[config.mk]
export PLATFORM = sky130hd
export DESIGN_NAME = cpu_acumulador_param
export DESIGN_NICKNAME = d
export VERILOG_FILES = /design/src/rtl/cpu_acumulador_param.sv
export SDC_FILE = /design/constraint.sdc
export NUM_CORES = 2
export LEC_CHECK = 0
export CORE_MARGIN = 3
export CORE_UTILIZATION = 30
export DETAILED_ROUTE_END_ITERATION = 8
export PLACE_DENSITY = 0.46
export SLEW_MARGIN = 20
export SYNTH_ARGS = -nofsm -noshare
export SYNTH_HDL_FRONTEND = slang
export SYNTH_SLANG_ARGS = --single-unit
[constraint.sdc]
create_clock -name clk -period 15 [get_ports clk]
set_input_delay 3 -clock clk [delete_from_list [all_inputs] [get_ports clk]]
set_output_delay 3 -clock clk [all_outputs]
set_load 0.005 [all_outputs]
[src/rtl/cpu_acumulador_param.sv]
// Parameterised accumulator CPU: multi-cycle FSM over a synchronous single-port memory,
// with a HALT-only program-load port and valid/ready input and output channels.
module cpu_acumulador_param #(
    parameter int DATA_W = 16,
    parameter int ADDR_W = 8
) (
    input  logic              clk,
    input  logic              rst_n,
    input  logic              start,
    input  logic              load_we,
    input  logic [ADDR_W-1:0] load_addr,
    input  logic [DATA_W-1:0] load_data,
    input  logic [DATA_W-1:0] entrada,
    input  logic              in_valid,
    output logic              in_ready,
    output logic [DATA_W-1:0] saida,
    output logic              out_valid,
    input  logic              out_ready,
    output logic [ADDR_W-1:0] pc,
    output logic [DATA_W-1:0] ac,
    output logic              flag_n,
    output logic              flag_z,
    output logic              halted,
    output logic [3:0]        estado
);

    typedef enum logic [3:0] {
        S_HALT    = 4'd0,
        S_F_ADDR  = 4'd1,
        S_F_READ  = 4'd2,
        S_DECODE  = 4'd3,
        S_O_ADDR  = 4'd4,
        S_O_READ  = 4'd5,
        S_I_ADDR  = 4'd6,
        S_I_READ  = 4'd7,
        S_D_ADDR  = 4'd8,
        S_D_READ  = 4'd9,
        S_EXEC    = 4'd10,
        S_IO_WAIT = 4'd11
    } state_t;

    typedef enum logic [3:0] {
        OP_NOP = 4'h0, OP_STA = 4'h1, OP_LDA = 4'h2, OP_ADD = 4'h3,
        OP_SUB = 4'h4, OP_AND = 4'h5, OP_OR  = 4'h6, OP_NOT = 4'h7,
        OP_J   = 4'h8, OP_JN  = 4'h9, OP_JZ  = 4'hA, OP_IN  = 4'hB,
        OP_OUT = 4'hC, OP_SHR = 4'hD, OP_SHL = 4'hE, OP_HLT = 4'hF
    } opcode_t;

    typedef enum logic [1:0] {
        M_DIR  = 2'b00,
        M_IND  = 2'b01,
        M_IMM  = 2'b10,
        M_DIR2 = 2'b11
    } mode_t;

    logic [DATA_W-1:0] mem [2**ADDR_W];

    state_t            state;
    logic [DATA_W-1:0] rdm;
    logic [ADDR_W-1:0] mar;
    logic [5:0]        ri;
    opcode_t           op;
    mode_t             mode;
    opcode_t           dec_op;
    logic [DATA_W-1:0] alu_res;
    logic              upd_flags;

    // ri keeps only the opcode and mode fields; the operand lives in its own word.
    assign op     = opcode_t'(ri[5:2]);
    assign mode   = mode_t'(ri[1:0]);
    assign dec_op = opcode_t'(rdm[DATA_W-1 -: 4]);
    assign estado = state;

    function automatic logic is_load(input opcode_t o);
        return (o == OP_LDA) || (o == OP_ADD) || (o == OP_SUB) ||
               (o == OP_AND) || (o == OP_OR);
    endfunction

    function automatic logic two_word(input opcode_t o);
        return is_load(o) || (o == OP_STA) || (o == OP_J) ||
               (o == OP_JN) || (o == OP_JZ);
    endfunction

    always_comb begin
        alu_res   = ac;
        upd_flags = 1'b0;
        case (op)
            OP_LDA:  begin alu_res = rdm;                        upd_flags = 1'b1; end
            OP_ADD:  begin alu_res = ac + rdm;                   upd_flags = 1'b1; end
            OP_SUB:  begin alu_res = ac - rdm;                   upd_flags = 1'b1; end
            OP_AND:  begin alu_res = ac & rdm;                   upd_flags = 1'b1; end
            OP_OR:   begin alu_res = ac | rdm;                   upd_flags = 1'b1; end
            OP_NOT:  begin alu_res = ~ac;                        upd_flags = 1'b1; end
            OP_SHR:  begin alu_res = {1'b0, ac[DATA_W-1:1]};     upd_flags = 1'b1; end
            OP_SHL:  begin alu_res = {ac[DATA_W-2:0], 1'b0};     upd_flags = 1'b1; end
            default: ;
        endcase
    end

    // Memory is deliberately left out of reset so a program survives rst_n.
    always_ff @(posedge clk) begin
        if (state == S_HALT && load_we)
            mem[load_addr] <= load_data;
        else if (state == S_EXEC && op == OP_STA && mode != M_IMM)
            mem[rdm[ADDR_W-1:0]] <= ac;
    end

    always_ff @(posedge clk or negedge rst_n) begin
        if (!rst_n) begin
            state     <= S_HALT;
            pc        <= '0;
            ac        <= '0;
            rdm       <= '0;
            mar       <= '0;
            ri        <= '0;
            flag_n    <= 1'b0;
            flag_z    <= 1'b0;
            saida     <= '0;
            out_valid <= 1'b0;
            in_ready  <= 1'b0;
            halted    <= 1'b1;
        end else begin
            case (state)
                S_HALT: begin
                    if (start) begin
                        state  <= S_F_ADDR;
                        halted <= 1'b0;
                    end
                end
                S_F_ADDR: begin
                    mar   <= pc;
                    state <= S_F_READ;
                end
                S_F_READ: begin
                    rdm   <= mem[mar];
                    pc    <= pc + ADDR_W'(1);
                    state <= S_DECODE;
                end
                S_DECODE: begin
                    ri <= rdm[DATA_W-1 -: 6];
                    if (two_word(dec_op)) begin
                        state <= S_O_ADDR;
                    end else if (dec_op == OP_IN) begin
                        in_ready <= 1'b1;
                        state    <= S_IO_WAIT;
                    end else if (dec_op == OP_OUT) begin
                        saida     <= ac;
                        out_valid <= 1'b1;
                        state     <= S_IO_WAIT;
                    end else if (dec_op == OP_HLT) begin
                        halted <= 1'b1;
                        state  <= S_HALT;
                    end else begin
                        state <= S_EXEC;
                    end
                end
                S_O_ADDR: begin
                    mar   <= pc;
                    state <= S_O_READ;
                end
                S_O_READ: begin
                    rdm <= mem[mar];
                    pc  <= pc + ADDR_W'(1);
                    if (mode == M_IND)
                        state <= S_I_ADDR;
                    else if (mode != M_IMM && is_load(op))
                        state <= S_D_ADDR;
                    else
                        state <= S_EXEC;
                end
                S_I_ADDR: begin
                    mar   <= rdm[ADDR_W-1:0];
                    state <= S_I_READ;
                end
                S_I_READ: begin
                    rdm   <= mem[mar];
                    state <= is_load(op) ? S_D_ADDR : S_EXEC;
                end
                S_D_ADDR: begin
                    mar   <= rdm[ADDR_W-1:0];
                    state <= S_D_READ;
                end
                S_D_READ: begin
                    rdm   <= mem[mar];
                    state <= S_EXEC;
                end
                S_EXEC: begin
                    if (upd_flags) begin
                        ac     <= alu_res;
                        flag_n <= alu_res[DATA_W-1];
                        flag_z <= (alu_res == '0);
                    end
                    if ((op == OP_J) || (op == OP_JN && flag_n) || (op == OP_JZ && flag_z))
                        pc <= rdm[ADDR_W-1:0];
                    state <= S_F_ADDR;
                end
                S_IO_WAIT: begin
                    if (op == OP_IN) begin
                        if (in_valid && in_ready) begin
                            ac       <= entrada;
                            flag_n   <= entrada[DATA_W-1];
                            flag_z   <= (entrada == '0);
                            in_ready <= 1'b0;
                            state    <= S_F_ADDR;
                        end
                    end else if (out_valid && out_ready) begin
                        out_valid <= 1'b0;
                        state     <= S_F_ADDR;
                    end
                end
                default: state <= S_HALT;
            endcase
        end
    end

endmodule

Word-level counts from Yosys, hierarchy flattened
Memory sizes are Yosys's and may differ from the RTL's. A register that Yosys moved wholly into a read port is not among the register bits.
Index checks and enable logic that the tools add are counted.
{"block": "word_totals", "inputBits": 46, "n_memories": 1, "regBits": 63, "ramBits": 4096, "output_inout_bits": 49, "wordCells": 171}
{"memory": "mem", "words": 256, "width": 16, "rd": 1, "rd_clocked_by_memory_dff": 1, "wr": 1, "line": "56", "rtl": "logic [DATA_W-1:0] mem [2**ADDR_W];"}
{"block": "classes", "bitwise": 5, "eq_ne": 53, "reduce_logical": 44, "add_sub_neg": 3, "n_mux": 54}
{"op": "one-hot mux 16 bit (8 select lines)", "count": 1}
{"op": "equality test 4 bit, second input constant", "count": 16}
{"op": "2-to-1 mux 16 bit", "count": 4}
{"op": "one-hot mux 4 bit (12 select lines)", "count": 1}
{"op": "equality test 4 x 3 -> 1 bit, second input constant", "count": 11}
{"op": "2-to-1 mux 4 bit", "count": 9}
{"op": "zero test 16 bit", "count": 2}
{"op": "one-hot mux 16 bit (2 select lines)", "count": 1}
{"op": "one-hot mux 8 bit (2 select lines)", "count": 2}
{"op": "2-to-1 mux 1 bit", "count": 27}
{"op": "!= test 2 bit, second input constant", "count": 13}
{"op": "equality test 4 x 2 -> 1 bit, second input constant", "count": 6}
{"op": "adder 16 bit", "count": 1}
{"op": "bitwise AND 16 bit", "count": 1}
{"op": "2-to-1 mux 8 bit", "count": 2}
{"op": "NOT 16 bit", "count": 1}
{"op": "bitwise OR 16 bit", "count": 1}
{"op": "OR reduction 16 bit", "count": 1}
{"op": "subtractor 16 bit", "count": 1}
{"op": "logical OR 1 bit", "count": 14}
{"op": "equality test 4 x 1 -> 1 bit, second input constant", "count": 3}
{"op": "AND reduction 6 bit", "count": 2}
{"op": "one-hot mux 1 bit (2 select lines)", "count": 5}
{"op": "nonzero test 2 bit", "count": 5}
{"op": "other kinds (16)", "count": 29}

Longest topological paths before layout
{"block": "depth", "ltp_word": 11, "depth_mapped": 17, "ltp_nobuf": 17}

Least setup slack after synthesis
OpenSTA, ideal clock, no wires.
{"block": "synth_timing", "kind": "register to register", "startpoint": "register ri[3]", "endpoint": "memory mem[0][0], data pin", "path_buffers": 4, "setup_ns": 2.189, "path_slack_ns": 1.261, "period_less_slack_ns": 13.739, "required_time_ns": 12.811, "path_stages_with_launch": 8, "arrival_ns": 11.550, "cell_sequence": "dfrtp_1 -> buf_4 -> buf_6 -> nor3b_1 -> nand3_1 -> clkbuf_1 -> clkbuf_1 -> o21ai_0"}
{"block": "synth_via", "elab_chain_cells": 8}
{"item": "start, declared", "line": "61", "rtl": "logic [5:0] ri;"}
{"item": "start signal, assigned", "line": "140", "rtl": "ri <= rdm[DATA_W-1 -: 6];"}
{"item": "equality test 4 x 1 -> 1 bit", "line": "104", "rtl": "else if (state == S_EXEC && op == OP_STA && mode != M_IMM)"}
{"item": "logical AND 1 bit (2 in series)", "line": "104"}
{"item": "2-to-1 mux 1 bit", "line": "104"}
{"item": "2-to-1 mux 1 bit", "line": "102", "rtl": "if (state == S_HALT && load_we)"}
{"item": "2-to-1 mux 1 bit (implied by the code)", "line": "105", "rtl": "mem[rdm[ADDR_W-1:0]] <= ac;"}
{"item": "OR reduction 16 bit (no source line)"}
{"item": "2-to-1 mux 16 bit (no source line)"}
{"item": "end, declared", "line": "56"}
Every way passes these cells.

==> flow_summary_export.csv <==
group,metric,value,unit
outcome,status,"finished, final reports clean",
clock_tree,cts_resized,0,
critical_path,start_kind,"flop",
drt,totalWireLength,461.2,mm
power,swShare,0.3164,
drt,wl_per_cell,29.88,µm
floorplan,start_util,0.3022,
power,powerDensity,177.3,mW/mm²
timing,slew_violations,0,
worst_hold_path,worstHoldPathType,"flop to flop",
global_route,grtUsageTotal,0.1646,
drt,drc,0,
floorplan,die_y,739.8,µm
layout,syn_to_final_growth,15.48,%
placed_design,gp_congestion,0.8082,
clock_tree,ctsHoldBuffers,0,
critical_path,end_kind,"flop",
critical_path,worst-path-max-fanout,64,
timing,setup_tns,0,ps
synthesis,synth-seq-cells,4174,
clock_tree,cts_made_buffers,443,
placed_design,io_buffer_count,94,
layout,final_util,0.3490,
power,peakVddDrop,0.1535,mV
critical_path,crit_type,"flop to flop",
timing,hold_viol_final,0,
floorplan,core,0.5345,mm²
floorplan,dieWidth,739.8,µm
floorplan,rows,268,
synthesis,ys_seq_area_frac,0.7735,
layout,drive_gt1_frac,0.2630,
drt,ant_nets,0,
power,power_frac_comb,0.276,
critical_path,cp.required,15830,ps
synthesis,ys.flop_type,"edfxtp_1",
global_route,grt_pass1_vias,80675,
synthesis,synthCells,7519,
flow_run,max_cap_violations,0,
timing,finalSetupViolCount,0,
power,pwr-share-seq,0.400,
synthesis,avgSynthCellArea,21.48,µm²
synthesis,yosys_warnings,0,
floorplan,dieArea,0.5473,mm²
synthesis,synth_edf_count,4096,
synthesis,synth_cell_types,81,
clock_tree,path_clk_slew,60,ps
global_route,grt_max_degree,168,
clock_tree,htreeDepth,5,
layout,layout.nets,7950,
clock_tree,clockRootBuffer,"clkbuf_16",
timing,worstMarginPinSlew,1253,ps
synthesis,synth_nets,7585,
power,p_int,22.60,mW
drt,route.vias.total,79165,
timing,rsz0062_at_grt,"false",
clock_tree,cts.sinks,4174,
timing,max_slew_margin,0.1648,
clock_tree,clock_path_buffers,4,
drt,vias_per_cell,5.129,
clock_tree,cts_tree,"yes",
clock_tree,clock_latency,980,ps
drt,drt_iter0_markers,8391,
floorplan,io_pins,95,
global_route,antenna_found_initial,19,
drt,dr.pass1.iters,6,
power,pwr-share-clk,0.324,
synthesis,async_flop_share,0.01869,
power,p_switching,10.46,mW
global_route,grt_overflow,0,
timing,fin_skew,60.30,ps
timing,fin_crit_sh,0.4169,
timing,fin_crit,6254,ps
placed_design,dp_hpwl,273.7,mm
critical_path,critPathArrivalTime,7080,ps
timing,fmax,159.9,MHz
global_route,grt_pass1_wl,647.3,mm
clock_tree,post_cts_buffers,0,
synthesis,syn_area,0.1615,mm²
power,leakage,56.42,nW
==> cell families (layout without fill, tap and decap cells) <==
logic type / after synthesis / in the layout / share of synthesized area
AOI/OAI and AO/OA: 1011 / 1011 / 0.04421
muxes: 1062 / 1062 / 0.1453
and+or+nand+nor: 727 / 727 / 0.01967
buffers and inverters: 501 / 1242 / 0.01441
xor gates and xnor gates: 24 / 24 / 0.001301
other: 0 / 19 / 0
adders and majority gates: 20 / 20 / 0.001596
DFF: 4174 / 4174 / 0.7735
==> cells in the mapped netlist, types with 6 or more instances <==
cell,count,area share
a21o_1,11,0.00051
a21oi_1,190,0.0059
a221oi_1,134,0.0073
a22o_1,132,0.0072
a22oi_1,260,0.012
a31oi_1,7,0.00027
and3_1,10,0.00039
buf_1,60,0.0014
buf_2,115,0.0036
buf_4,20,0.00093
buf_6,30,0.0021
clkbuf_1,256,0.0059
dfrtp_1,77,0.012
edfxtp_1,4096,0.76
ha_1,19,0.0015
inv_1,17,0.00040
mux2_2,18,0.0013
mux2i_1,19,0.0012
mux4_2,1024,0.14
nand2_1,180,0.0042
nand2b_1,16,0.00062
nand3_1,26,0.00081
nand3b_1,11,0.00051
nor2_1,339,0.0079
nor2b_1,16,0.00062
nor3_1,81,0.0025
nor3b_1,6,0.00028
nor4_1,11,0.00043
o21a_1,6,0.00028
o21ai_0,75,0.0023
o21ai_1,27,0.00084
o22ai_1,108,0.0042
o31ai_1,7,0.00033
xnor2_1,12,0.00065
xor2_1,12,0.00065
==> stage by stage <==
step                      instance area, µm²  hold WS [ps]  setup slack [ps]  cells  total power, mW
after detailed placement              172300         488.8              7891  14592            22.73
after global routing                  186500         545.3              8283  15418            34.36
after floorplan                       161500         473.3              1261   7519            19.16
final                                 186500         498.8              8746  15434            33.07
after CTS                             186400         503.8              8598  15413            33.47
after global placement                172300         479.9              7908  14592            22.70
==> flip-flops by register name, indices dropped and copies added (netlist names) <==
name,flops
saida,16
flag_z,1
pc,8
estado,4
halted,1
ac,16
ri,6
out_valid,1
mem,4096
mar,8
rdm,16
in_ready,1
==> critical path: stages (launching register included) <==
cell     delay (ps)
dfrtp_4         860
buf_4           810
buf_12          490
buf_4           790
buf_4           610
mux4_2          610
a22oi_1         450
a21oi_1         300
nor3_1          490
o22ai_1         200
nor2_1          160
o21ai_1          70
==> final timing paths <==
check | startpoint | cells past startpoint | to | slack [ps]
hold reg to reg | saida[1]$_DFFE_PN0P_ | 2 | saida[1]$_DFFE_PN0P_ | 500
hold / removal | saida[1]$_DFFE_PN0P_ | 2 | saida[1]$_DFFE_PN0P_ | 500
min in group asynchronous | rst_n | 1 | estado[0]$_DFFE_PN0P_ | 2050
max in group asynchronous | rst_n | 2 | mar[1]$_DFFE_PN0P_ | 11850
setup reg to reg | mar[0]$_DFFE_PN0P_ | 11 | rdm[12]$_DFFE_PN0P_ | 8750
setup / recovery | mar[0]$_DFFE_PN0P_ | 11 | rdm[12]$_DFFE_PN0P_ | 8750
==> power groups by stage <==
stage,clock network [mW],registers (mW),logic [mW]
final,10.7,13.2,9.13
after detailed placement,0,13.5,9.26
after global placement,0,13.5,9.23
after CTS,11.0,13.2,9.28
after global routing,11.4,13.2,9.69
after floorplan,0,13.4,5.76
==> placed cells by master (no fill, tap or decap), types with 115 or more instances in the layout <==
cell | Yosys | routed
clkinv_1 | 0 | 115
a21oi_1 | 190 | 190
edfxtp_1 | 4096 | 4096
nor2_2 | 0 | 130
mux4_2 | 1024 | 1024
nand2_1 | 180 | 148
nor2_1 | 339 | 205
a221oi_1 | 134 | 134
a22o_1 | 132 | 132
buf_4 | 20 | 291
clkbuf_16 | 0 | 448
a22oi_1 | 260 | 259
==> routing by layer <==
layer  up-vias  part of all wire  GRT usage
li1      32763                 -          -
met1     43402              0.44     0.2351
met2      2474              0.48     0.2634
met3       526             0.062    0.02892
met4         0             0.023    0.03651
met5         -                 0          0
==> area by class of cell <==
cell class	count	area, µm²
diodes	19	47.55
clock inverters	290	2613
repair buffers	403	3511
clock buffers	531	11530
flip-flops and latches	4174	125000
fillers	49512	348000
multi-input cells	2844	34860
well taps	7155	8952
inverters	18	67.56
Power figures use the tool's default switching activity.
